===== src/rtl/int_ack_sequencer.sv =====
// Interrupt acknowledge sequencer: arbitrates a pending NMI against the PIC at
// CPU instruction boundaries, runs the PIC INTA handshake and presents the vector.
module int_ack_sequencer #(
  parameter logic [7:0] NMI_VECTOR = 8'h02
) (
  input  logic       clk,
  input  logic       reset,
  input  logic       pic_intr,
  input  logic [7:0] pic_irq,
  output logic       pic_inta,
  input  logic       nmi,
  input  logic       cpu_if,
  input  logic       cpu_boundary,
  output logic       cpu_int_req,
  output logic [7:0] cpu_int_vector,
  output logic       cpu_int_is_nmi,
  input  logic       cpu_int_ack
);

  typedef enum logic [1:0] {
    IDLE    = 2'd0,
    INTA    = 2'd1,
    PRESENT = 2'd2
  } state_t;

  state_t     state_q, state_d;
  logic       nmi_last_q;
  logic       nmi_pending_q, nmi_pending_d;
  logic [7:0] vector_q, vector_d;
  logic       is_nmi_q, is_nmi_d;
  logic       inta_q;
  logic       req_q;

  logic nmi_edge;
  logic nmi_eff;
  logic nmi_clr;

  // An edge seen in the decision cycle itself already wins over the PIC.
  assign nmi_edge = nmi & ~nmi_last_q;
  assign nmi_eff  = nmi_pending_q | nmi_edge;

  always_comb begin
    state_d  = state_q;
    vector_d = vector_q;
    is_nmi_d = is_nmi_q;
    nmi_clr  = 1'b0;
    case (state_q)
      IDLE: begin
        if (cpu_boundary) begin
          if (nmi_eff) begin
            state_d  = PRESENT;
            vector_d = NMI_VECTOR;
            is_nmi_d = 1'b1;
          end else if (cpu_if && pic_intr) begin
            // Sample the PIC vector now; it is not valid once INTA is raised.
            state_d  = INTA;
            vector_d = pic_irq;
            is_nmi_d = 1'b0;
          end
        end
      end
      INTA: state_d = PRESENT;
      PRESENT: begin
        if (cpu_int_ack) begin
          state_d = IDLE;
          nmi_clr = is_nmi_q;
        end
      end
      default: state_d = IDLE;
    endcase
    // Clear-then-set so an edge coinciding with the NMI ack stays pending.
    nmi_pending_d = (nmi_pending_q & ~nmi_clr) | nmi_edge;
  end

  always_ff @(posedge clk) begin
    if (reset) begin
      state_q       <= IDLE;
      inta_q        <= 1'b0;
      req_q         <= 1'b0;
      vector_q      <= 8'h00;
      is_nmi_q      <= 1'b0;
      nmi_pending_q <= 1'b0;
      nmi_last_q    <= nmi;
    end else begin
      state_q       <= state_d;
      inta_q        <= (state_d == INTA);
      req_q         <= (state_d == PRESENT);
      vector_q      <= vector_d;
      is_nmi_q      <= is_nmi_d;
      nmi_pending_q <= nmi_pending_d;
      nmi_last_q    <= nmi;
    end
  end

  assign pic_inta       = inta_q;
  assign cpu_int_req    = req_q;
  assign cpu_int_vector = vector_q;
  assign cpu_int_is_nmi = is_nmi_q;

endmodule


===== config.mk =====
export PLATFORM = sky130hd
export DESIGN_NAME = int_ack_sequencer
export DESIGN_NICKNAME = d
export VERILOG_FILES = /design/src/rtl/int_ack_sequencer.sv
export SDC_FILE = /design/constraint.sdc
export NUM_CORES = 1
export LEC_CHECK = 0
export CAP_MARGIN = 25
export CORE_MARGIN = 2
export CORE_UTILIZATION = 38
export CTS_CLUSTER_DIAMETER = 200
export DETAILED_ROUTE_END_ITERATION = 8
export DONT_BUFFER_PORTS = 1
export HOLD_SLACK_MARGIN = 0.12
export SETUP_SLACK_MARGIN = 0.15
export SYNTH_ARGS = -nofsm -noshare
export SYNTH_HDL_FRONTEND = slang
export SYNTH_SLANG_ARGS = --single-unit

===== constraint.sdc =====
create_clock -name clk -period 1.23 [get_ports clk]
set_input_delay 0.246 -clock clk [delete_from_list [all_inputs] [get_ports clk]]
set_output_delay 0.246 -clock clk [all_outputs]
set_load 0.02 [all_outputs]

Word-level counts from Yosys, hierarchy flattened --
Index checks and enable logic that the tools add are counted.
Operators by class: reductions and logical operators 4, bitwise logic cells 6, equal/unequal tests 4, mux-type cells 11
Operators with widths (number):
- $mux W8 | 2
- $mux W2 | 4
- $pmux W2 S3 | 1
- $eq A2 B1 Y1 const B | 2
- $eq A2 B2 Y1 const B | 2
- $mux W1 | 4
- $reduce_and A3 Y1 | 1
- $and A1 B1 Y1 | 2
- $logic_not A2 Y1 | 1
- $not A1 Y1 | 2
- $or A1 B1 Y1 | 2
- $reduce_bool A2 Y1 | 1
- $logic_and A1 B1 Y1 | 1
Storage, ports and cells: flip-flop bits (word level) 15, logic and storage cells 32, input bits 15, output and inout port bits 11

Longest topological paths before layout --
Gate-level depths: netlist (run 1).
depth in word-level cells 7, gate-level depth with buffers 4, mapped depth without buffers 3

Worst setup path after synthesis (run 1) --
OpenSTA, ideal clock, no wires.
path kind register -> register, from register state_q[0], to register vector_q[1], in the netlist cpu_int_vector[1], stages on the path, launching flop included 5, buffers on the path 1, data required time 1.111 ns, setup time 0.119 ns, data arrival time 1.048 ns, slack 0.064 ns, clock period less this slack 1.166 ns, path through dfxtp_1 > nor3b_4 > nand4bb_1 > buf_4 > o221a_1
Between the ends: longest elaborated chain between the ends 2
Ends and longest elaborated chain:
- start: declaration | line 26 | state_t state_q, state_d;
- start signal: assignment | line 85 | state_q <= state_d;
- $logic_not A2 Y1 | line 47 | case (state_q)
- $reduce_and A3 Y1 (no source line)
- end signal: assignment | line 88 | vector_q <= vector_d;
- end: declaration | line 29 | logic [7:0] vector_q, vector_d;
No other way between the ends. A chain may end at the register's enable or synchronous reset.

Worst setup path in the final report (run 1) --
from register state_q[1], to register vector_q[1], in the netlist cpu_int_vector[1]
The elaborated chain is that of the path after synthesis.

==> results.ini, run 1 <==
[global_route]
grt_pass1_vias=491
grt_pass1_wl_mm=2.13
grtUsageTotal=0.156
grt_max_degree=15
antenna_found_initial=0
grt_overflow_total=0

[power]
p_seq_frac=0.568
combPwrFrac=0.147
p_leak_nw=0.299
p_int_mw=0.707
pwr_density_cell_mw_per_mm2=1160
p_clk_frac=0.285
sw_frac_of_total=0.256
power.switching_mw=0.243
ir_drop_mv=0.566

[detailed_routing]
drt-met1-wl_um=555
top_layer_used=met3
first_pass_iters=4
wl_met3_um=112
antenna_left=0
vias=499
wire_per_inst_um=13.8
routed_wl_mm=1.29
wl_met2_um=626
drc_errors=0
avgViaCountPerCell=5.31
drtIter0Drc=7

[timing]
finalSetupTns_ps=0
rsz0062_at_grt=true
finClkSkew_ps=4.68
period_needed_ps=1160
worstMarginPinSlew_ps=521
hold_violations=0
slew_viol_final=0
timing.final.crit_share=0.941
slew_headroom=0.651
setup_violations=0
max_freq_mhz=864
finalWorstSetupSlack_ps=72.6

[critical_path]
crit_required_ps=1450
critical_path.max_stage_delay_ps=340
critPathLaunchType=flip-flop
worstPathCellList=nor3b_4 > buf_6 > o31a_4 > o221a_1
cp_slowest_cell=dfxtp_2
r2r_setup_slack_ps=70
critPathBufInv=1
end_kind=flip-flop
path_delay_family=compound AO/OA/AOI/OAI gates
critPathMaxFanout=8
path_class=flip-flop to flip-flop
cp_data_arrival_time_ps=1380

[cells_and_area]
layout.nets=94
n_antenna_cell=0
postLayoutCoreUtil=0.556
drive_above_1_share=0.308
area_growth_pct=40.9

[clocking]
clk_latency_ps=270
cts_made_buffers=3
htreeDepth=1
ctsLongestPathBuffers=2
tritoncts=built
cts.sinks=15
clockRootBuffer=clkbuf_4
clk_pin_slew_ps=90

[die]
dieArea_mm2=0.00186
die_h_um=43.1
initial_core_util=0.395
core_mm2=0.00147
num_rows=14
ioPinCount=26
die_x_um=43.1

[logic_synthesis]
synthesis.area_um2=581
synthCells=60
synth_compound_area_frac=0.224
synth.avg_cell_area_um2=9.68
ys_seq_elements=15
yosysUniqueCellTypes=20
synth_xor_xnor_area_share=0
synth.net_count=75
yosysWarningCount=0
yosys.area_share.simple=0.181
synth_top_family_by_area=compound AO/OA/AOI/OAI gates
synth_fa_ha_area_frac=0
ys_seq_area_frac=0.517
synth_mux_area_frac=0

[placement]
dp_hpwl_um=848
pre_cts_ws_ps=-12.3
numPortBuffers=0
gp_congestion=0.692

[status]
outcome=complete, no violations

[hold_path]
timing.hold.worst.class=input pin to flip-flop

[run]
cap_violations=0

## cell type report
type	count	area, um2
fillers	150	653
flip-flops and latches	15	304
multi-input cells	34	282
repair buffers	16	151
inverters	9	33.8
clock buffers	3	22.5
well taps	16	20.0
clock inverters	1	5.00
## kinds of logic (layout without fill, tap and decap cells)
logic type,after synthesis,in the layout
buffers and inverters,11,29
and+or+nand+nor,17,17
DFF,15,15
AOI/OAI and AO/OA,17,17
## sequential cells by signal, indices dropped and copies added (netlist names)
register        flops
cpu_int_req         1
nmi_pending_q       1
state_q             2
nmi_last_q          1
pic_inta            1
cpu_int_is_nmi      1
cpu_int_vector      8
## timing repair
| item | CTS | global route |
|---|---|---|
| hold buffers | 1 | 7 |
| hold endpoints to repair | 14 | 13 |
| pin swaps | 2 | 2 |
| cloned | 0 | 0 |
| resized for setup | 6 | 5 |
| setup buffers | 1 | 1 |
| endpoints found under the setup margin | 8 | 13 |
## synth_stat cells
master	number	area share
a21bo_2	1	0.017
a21oi_1	5	0.043
and2_0	1	0.011
buf_4	1	0.013
clkbuf_1	1	0.0065
dfxtp_1	15	0.52
inv_1	9	0.058
nand2_1	8	0.052
nand4b_1	1	0.015
nand4bb_1	1	0.019
nor2_1	1	0.0065
nor2b_1	1	0.011
nor3b_1	1	0.013
nor3b_4	1	0.032
nor4_1	2	0.022
o211ai_1	1	0.013
o21ai_0	1	0.0086
o221a_1	1	0.019
o31a_2	1	0.017
o32ai_1	7	0.11
## worst register-to-register path: stages, from the launching register on
cell and delay [ps]:
dfxtp_2 340, nor3b_4 260, buf_6 140, o31a_4 180, o221a_1 180
## placed cells by master (no fill, tap or decap)
master         instances
a21oi_1                5
dlygate4sd3_1          8
o31a_4                 1
clkbuf_4               3
dfxtp_2                3
nand4b_1               1
nor2b_2                1
nor4_2                 2
nand4bb_4              1
nor3b_2                1
nor2_1                 1
buf_4                  5
nand2_1                8
and2_4                 1
o21ai_0                1
a21bo_2                1
inv_1                  9
buf_6                  3
o32ai_1                7
o211ai_1               1
o221a_1                1
clkinv_2               1
nor3b_4                1
dfxtp_1               12
## worst paths after layout
| kind | end | cells after the start | from |
|---|---|---|---|
| max | cpu_int_vector[1]$_SDFFE_PP0P_ | 4 | state_q[1]$_SDFF_PP0_ |
| min | cpu_int_vector[4]$_SDFFE_PP0P_ | 2 | pic_irq[4] |
| max reg2reg | cpu_int_vector[1]$_SDFFE_PP0P_ | 4 | state_q[1]$_SDFF_PP0_ |
| min reg2reg | state_q[0]$_SDFF_PP0_ | 1 | nmi_pending_q$_SDFF_PP0_ |
## power by group through the flow
stage          clock network, mW  registers [mW]  logic [mW]
2_1_floorplan                  0           0.549      0.0637
5_1_grt                    0.313           0.543       0.153
3_3_place_gp                   0           0.548      0.0885
3_5_place_dp                   0           0.549      0.0891
4_1_cts                    0.293           0.539       0.108
6_report                   0.271           0.540       0.139
## metrics by stage
step	cell area [um2]	cells	hold WS [ps]	power (mW)
after global routing	818	94	118	1.01
after detailed placement	638	80	274	0.638
after global placement	638	80	274	0.637
after floorplan	584	60	274	0.613
after CTS	717	86	7.20	0.940
final	818	94	117	0.950
## metal layers
layer / track usage / up-vias
li1: - / 252
met1: 0.206 / 230
met5: 0 / -
met4: 0.0727 / 0
met3: 0.0511 / 0
met2: 0.230 / 17
No activity file was read; power rests on OpenSTA's default activity.
==> run 2: changes to the inputs <==
--- a/config.mk
+++ b/config.mk
@@ -6,10 +6,10 @@
 export NUM_CORES = 1
 export LEC_CHECK = 0
 export CAP_MARGIN = 25
-export CORE_MARGIN = 2
-export CORE_UTILIZATION = 38
+export CORE_AREA = 2 2 39 41
 export CTS_CLUSTER_DIAMETER = 200
 export DETAILED_ROUTE_END_ITERATION = 8
+export DIE_AREA = 0 0 41 43
 export DONT_BUFFER_PORTS = 1
 export HOLD_SLACK_MARGIN = 0.12
 export SETUP_SLACK_MARGIN = 0.15
==> run 2 against run 1 <==
  * Core utilization decreased by 0.91 points
  * Critical path type unchanged
  * Setup slack improved by 21 ps
  * Die area decreased by 5.0%
  * Cell area decreased by 7.5%
  * Power decreased by 3.3%
  * Global-route usage decreased by 1.2 points
  * Critical endpoint is now cpu_int_vector[4]$_SDFFE_PP0P_
==> results.ini, run 2 (synthesized netlist as in run 1, its figures left out) <==
[status]
outcome=complete, no violations

[clocking]
cts_made_buffers=3
clockRootBuffer=clkbuf_4
clk_latency_ps=270
cts.sinks=15
ctsLongestPathBuffers=2
clk_pin_slew_ps=80
htreeDepth=1
tritoncts=built
hold_buffers=1

[cells_and_area]
postLayoutCoreUtil=0.547
largest_reg_flops=8
area_growth_pct=30.4
drive_above_1_share=0.352
final_area_um2=757
multiInputGateArea_um2=300
n_antenna_cell=0
instances_no_fill=87
seq_area_um2=303
fillers=125
final_common_cell=dfxtp_1
layout.nets=87
layout_common_cells=dfxtp_1 (13), inv_1 (9), nand2_1 (8)

[global_route]
grt_pass1_wl_mm=1.66
grt_pass1_vias=426
grt_overflow_total=0
grtUsageTotal=0.145
grt_max_degree=15
antenna_found_initial=0

[detailed_routing]
avgViaCountPerCell=5.54
antenna_left=0
wire_per_inst_um=13.3
drtIter0Drc=5
vias=482
routed_wl_mm=1.16
first_pass_iters=4
drc_errors=0

[timing]
rsz0062_at_grt=true
worstMarginPinSlew_ps=263
timing.final.crit_share=0.924
max_freq_mhz=880
slew_headroom=0.824
finalSetupTns_ps=0
period_needed_ps=1140
slew_viol_final=0
hold_violations=0
whs_ps=27.1
finalWorstSetupSlack_ps=93.8
setup_violations=0
finClkSkew_ps=4.02

[power]
ir_drop_mv=0.599
p_leak_nw=0.275
pwr_density_cell_mw_per_mm2=1210
power_mw=0.919

[critical_path]
critPathMaxFanout=7
reg2reg_to=cpu_int_vector[4]$_SDFFE_PP0P_
critical_path.max_stage_delay_ps=340
path_class=flip-flop to flip-flop
cp_data_arrival_time_ps=1320
reg2regPathDepth=4
r2r_setup_slack_ps=90
worstPathCellList=nor3b_4 > nand4bb_1 > buf_6 > o32ai_2
cp_slowest_cell=dfxtp_2
critPathLaunchType=flip-flop
timing.rr.start=state_q[1]$_SDFF_PP0_
crit_required_ps=1420
end_kind=flip-flop

[die]
num_rows=14
die_x_um=41
initial_core_util=0.420
ioPinCount=26
core_mm2=0.00138
dieArea_mm2=0.00176
die_h_um=43

[placement]
place_area_um2=638
pre_cts_ws_ps=42.4
dp_hpwl_um=806
gp_congestion=0.652
dpl.cell_count=80
numPortBuffers=0

[hold_path]
worstHoldStart=reset
whs_endpoint=state_q[1]$_SDFF_PP0_
hold_path_depth=1
timing.hold.worst.class=input pin to flip-flop

[run]
cap_violations=0

[run 2: worst max-delay path, delay by kind of cell, from the launching register on]
kind	cells	cell delay [ps]
buf+inv	1	180
simple gates	2	450
compound gates	1	80
flops	1	340
[run 2: worst max-delay path by stage]
stage,to,cells after the start,startpoint
2_1_floorplan,cpu_int_vector[1]$_SDFFE_PP0P_,4,state_q[1]$_SDFF_PP0_
3_3_place_gp,cpu_int_vector[1]$_SDFFE_PP0P_,3,cpu_if
3_5_place_dp,cpu_int_vector[3]$_SDFFE_PP0P_,4,nmi_last_q$_DFF_P_
4_1_cts,cpu_int_vector[5]$_SDFFE_PP0P_,4,state_q[0]$_SDFF_PP0_
5_1_grt,cpu_int_vector[7]$_SDFFE_PP0P_,4,state_q[1]$_SDFF_PP0_
6_report,cpu_int_vector[4]$_SDFFE_PP0P_,4,state_q[1]$_SDFF_PP0_
[run 2: power breakdown]
part	switching, mW	leakage, nW	internal, mW	total [mW]
Combinational	0.0572	0.137	0.0616	0.119
Clock	0.140	0.0150	0.126	0.265
Sequential	0.0269	0.123	0.507	0.534
[run 2: layout make-up]
class	instances	area share
sequential	15	0.400
multi-input combinational	34	0.397
timing repair buffer	9	0.0975
inverter	9	0.0446
clock buffer	4	0.0347
tap	16	0.0264
[run 2: metal layers]
metal  vias up  track usage  routed length, um
li1        239            -                  -
met1       224        0.159                441
met2        17        0.216                604
met3         2       0.0419                 94
met4         0        0.120                 17
met5         -            0                  0
[run 2: repair_timing]
action	4_1_cts	5_1_grt
pin swaps	9	1
gates resized for setup	11	0
setup buffers	0	2
endpoints found under the setup margin	8	9
endpoints found under the hold margin	14	13
==> run 3: changes to the inputs <==
--- a/config.mk
+++ b/config.mk
@@ -16,3 +16,4 @@
 export SYNTH_ARGS = -nofsm -noshare
 export SYNTH_HDL_FRONTEND = slang
 export SYNTH_SLANG_ARGS = --single-unit
+export TNS_END_PERCENT = 5
==> run 3 against run 2 <==
  * Power stayed put
  * Register-to-register slack hardly changed
  * Sequential share of layout area unchanged
  * Sequential cell count stayed put
  * Global-route usage unchanged
  * Critical path type unchanged
  * Critical endpoint unchanged
  * Largest cell class unchanged
  * Highest routed layer unchanged
==> results.ini, run 3 (synthesized netlist as in run 1, its figures left out) <==
[status]
outcome=complete, no violations

[global_route]
grtUsageTotal=0.145
antenna_found_initial=0
grt_pass1_wl_mm=1.66
grt_overflow_total=0
grt_max_degree=15
grt_pass1_vias=426

[critical_path]
crit_required_ps=1420
reg2reg_to=cpu_int_vector[4]$_SDFFE_PP0P_
critPathMaxFanout=7
cp_slowest_cell=dfxtp_2
reg2regPathDepth=4
cp_data_arrival_time_ps=1320
critPathLaunch=state_q[1]$_SDFF_PP0_
timing.rr.start=state_q[1]$_SDFF_PP0_
end_kind=flip-flop
timing.critical_path.to=cpu_int_vector[4]$_SDFFE_PP0P_
worstPathCellList=nor3b_4 > nand4bb_1 > buf_6 > o32ai_2
critical_path.max_stage_delay_ps=340
path_class=flip-flop to flip-flop
critPathLaunchType=flip-flop
r2r_setup_slack_ps=90

[clocking]
ctsLongestPathBuffers=2
htreeDepth=1
clockRootBuffer=clkbuf_4
tritoncts=built
cts.sinks=15
clk_latency_ps=270
clk_pin_slew_ps=80
hold_buffers=1
cts_made_buffers=3

[power]
pwr_density_cell_mw_per_mm2=1210
p_leak_nw=0.275
p_clk_frac=0.289
power.switching_mw=0.224
p_seq_frac=0.582
sw_frac_of_total=0.244
combPwrFrac=0.129
ir_drop_mv=0.599
p_int_mw=0.695

[run]
cap_violations=0

[timing]
worstMarginPinSlew_ps=263
finClkSkew_ps=4.02
timing.final.crit_share=0.924
slew_viol_final=0
slew_headroom=0.824
hold_violations=0
period_needed_ps=1140
rsz0062_at_grt=true
max_freq_mhz=880
finalSetupTns_ps=0
setup_violations=0

[die]
dieArea_mm2=0.00176
die_x_um=41
num_rows=14
die_h_um=43
initial_core_util=0.420
core_mm2=0.00138
ioPinCount=26

[cells_and_area]
multiInputGateArea_um2=300
seq_area_um2=303
layout_common_cells=dfxtp_1 (13), inv_1 (9), nand2_1 (8)
area_growth_pct=30.4
fillers=125
layout.nets=87
largest_reg_flops=8
drive_above_1_share=0.352
n_antenna_cell=0
final_area_um2=757
final_common_cell=dfxtp_1

[placement]
place_area_um2=638
numPortBuffers=0
dp_hpwl_um=806
gp_congestion=0.652

[detailed_routing]
drc_errors=0
wire_per_inst_um=13.3
vias=482
avgViaCountPerCell=5.54
first_pass_iters=4
drtIter0Drc=5
routed_wl_mm=1.16
antenna_left=0

[hold_path]
timing.hold.worst.class=input pin to flip-flop

-- run 3: layer usage --
layer,global-route usage,vias up,wire length (um)
met1,0.159,224,441
met4,0.120,0,17
li1,-,239,-
met3,0.0419,2,94
met5,0,-,0
met2,0.216,17,604
-- run 3: area by class of cell --
cell class	count	share of cell area
clock buffer	4	0.0347
inverter	9	0.0446
multi-input combinational	34	0.397
sequential	15	0.400
tap	16	0.0264
timing repair buffer	9	0.0975
-- run 3: power groups by stage --
stage	clock, mW	sequential (mW)	combinational, mW
global route	0.309	0.537	0.129
global placement	0	0.545	0.0882
CTS	0.283	0.535	0.111
detailed placement	0	0.545	0.0909
floorplan	0	0.549	0.0637
finish	0.265	0.534	0.119
-- run 3: metrics by stage --
step | instances | utilization | setup WS (ps) | power (mW) | hold slack [ps]
floorplan | 60 | - | 96.3 | 0.613 | 274
global placement | 80 | 0.461 | 67.2 | 0.634 | 274
detailed placement | 80 | 0.461 | 42.4 | 0.636 | 274
CTS | 85 | 0.536 | 72.1 | 0.928 | 9.76
global route | 87 | 0.547 | 13.3 | 0.974 | 2.66
finish | 87 | 0.547 | 93.8 | 0.919 | 27.1
-- run 3: repair_timing --
| action | CTS | global route |
|---|---|---|
| endpoints found under the setup margin | 8 | 9 |
| setup buffers | 0 | 2 |
| gates resized for setup | 11 | 0 |
| endpoints found under the hold margin | 14 | 13 |
| pin swaps | 9 | 1 |
-- run 3: critical path: cells and delay by family, from the launching register on --
family	cells	cell delay, ps
AOI/OAI and AO/OA	1	80
buffers and inverters	1	180
DFF	1	340
and+or+nand+nor	2	450
-- run 3: worst min path at each step --
stage | from | endpoint | slack, ps | cells after the start
after floorplan | nmi | nmi_last_q$_DFF_P_ | 270 | 0
after global placement | nmi | nmi_last_q$_DFF_P_ | 270 | 0
after detailed placement | nmi | nmi_last_q$_DFF_P_ | 270 | 0
after CTS | reset | state_q[1]$_SDFF_PP0_ | 10 | 1
after global routing | reset | state_q[1]$_SDFF_PP0_ | 3 | 1
final | reset | state_q[1]$_SDFF_PP0_ | 30 | 1
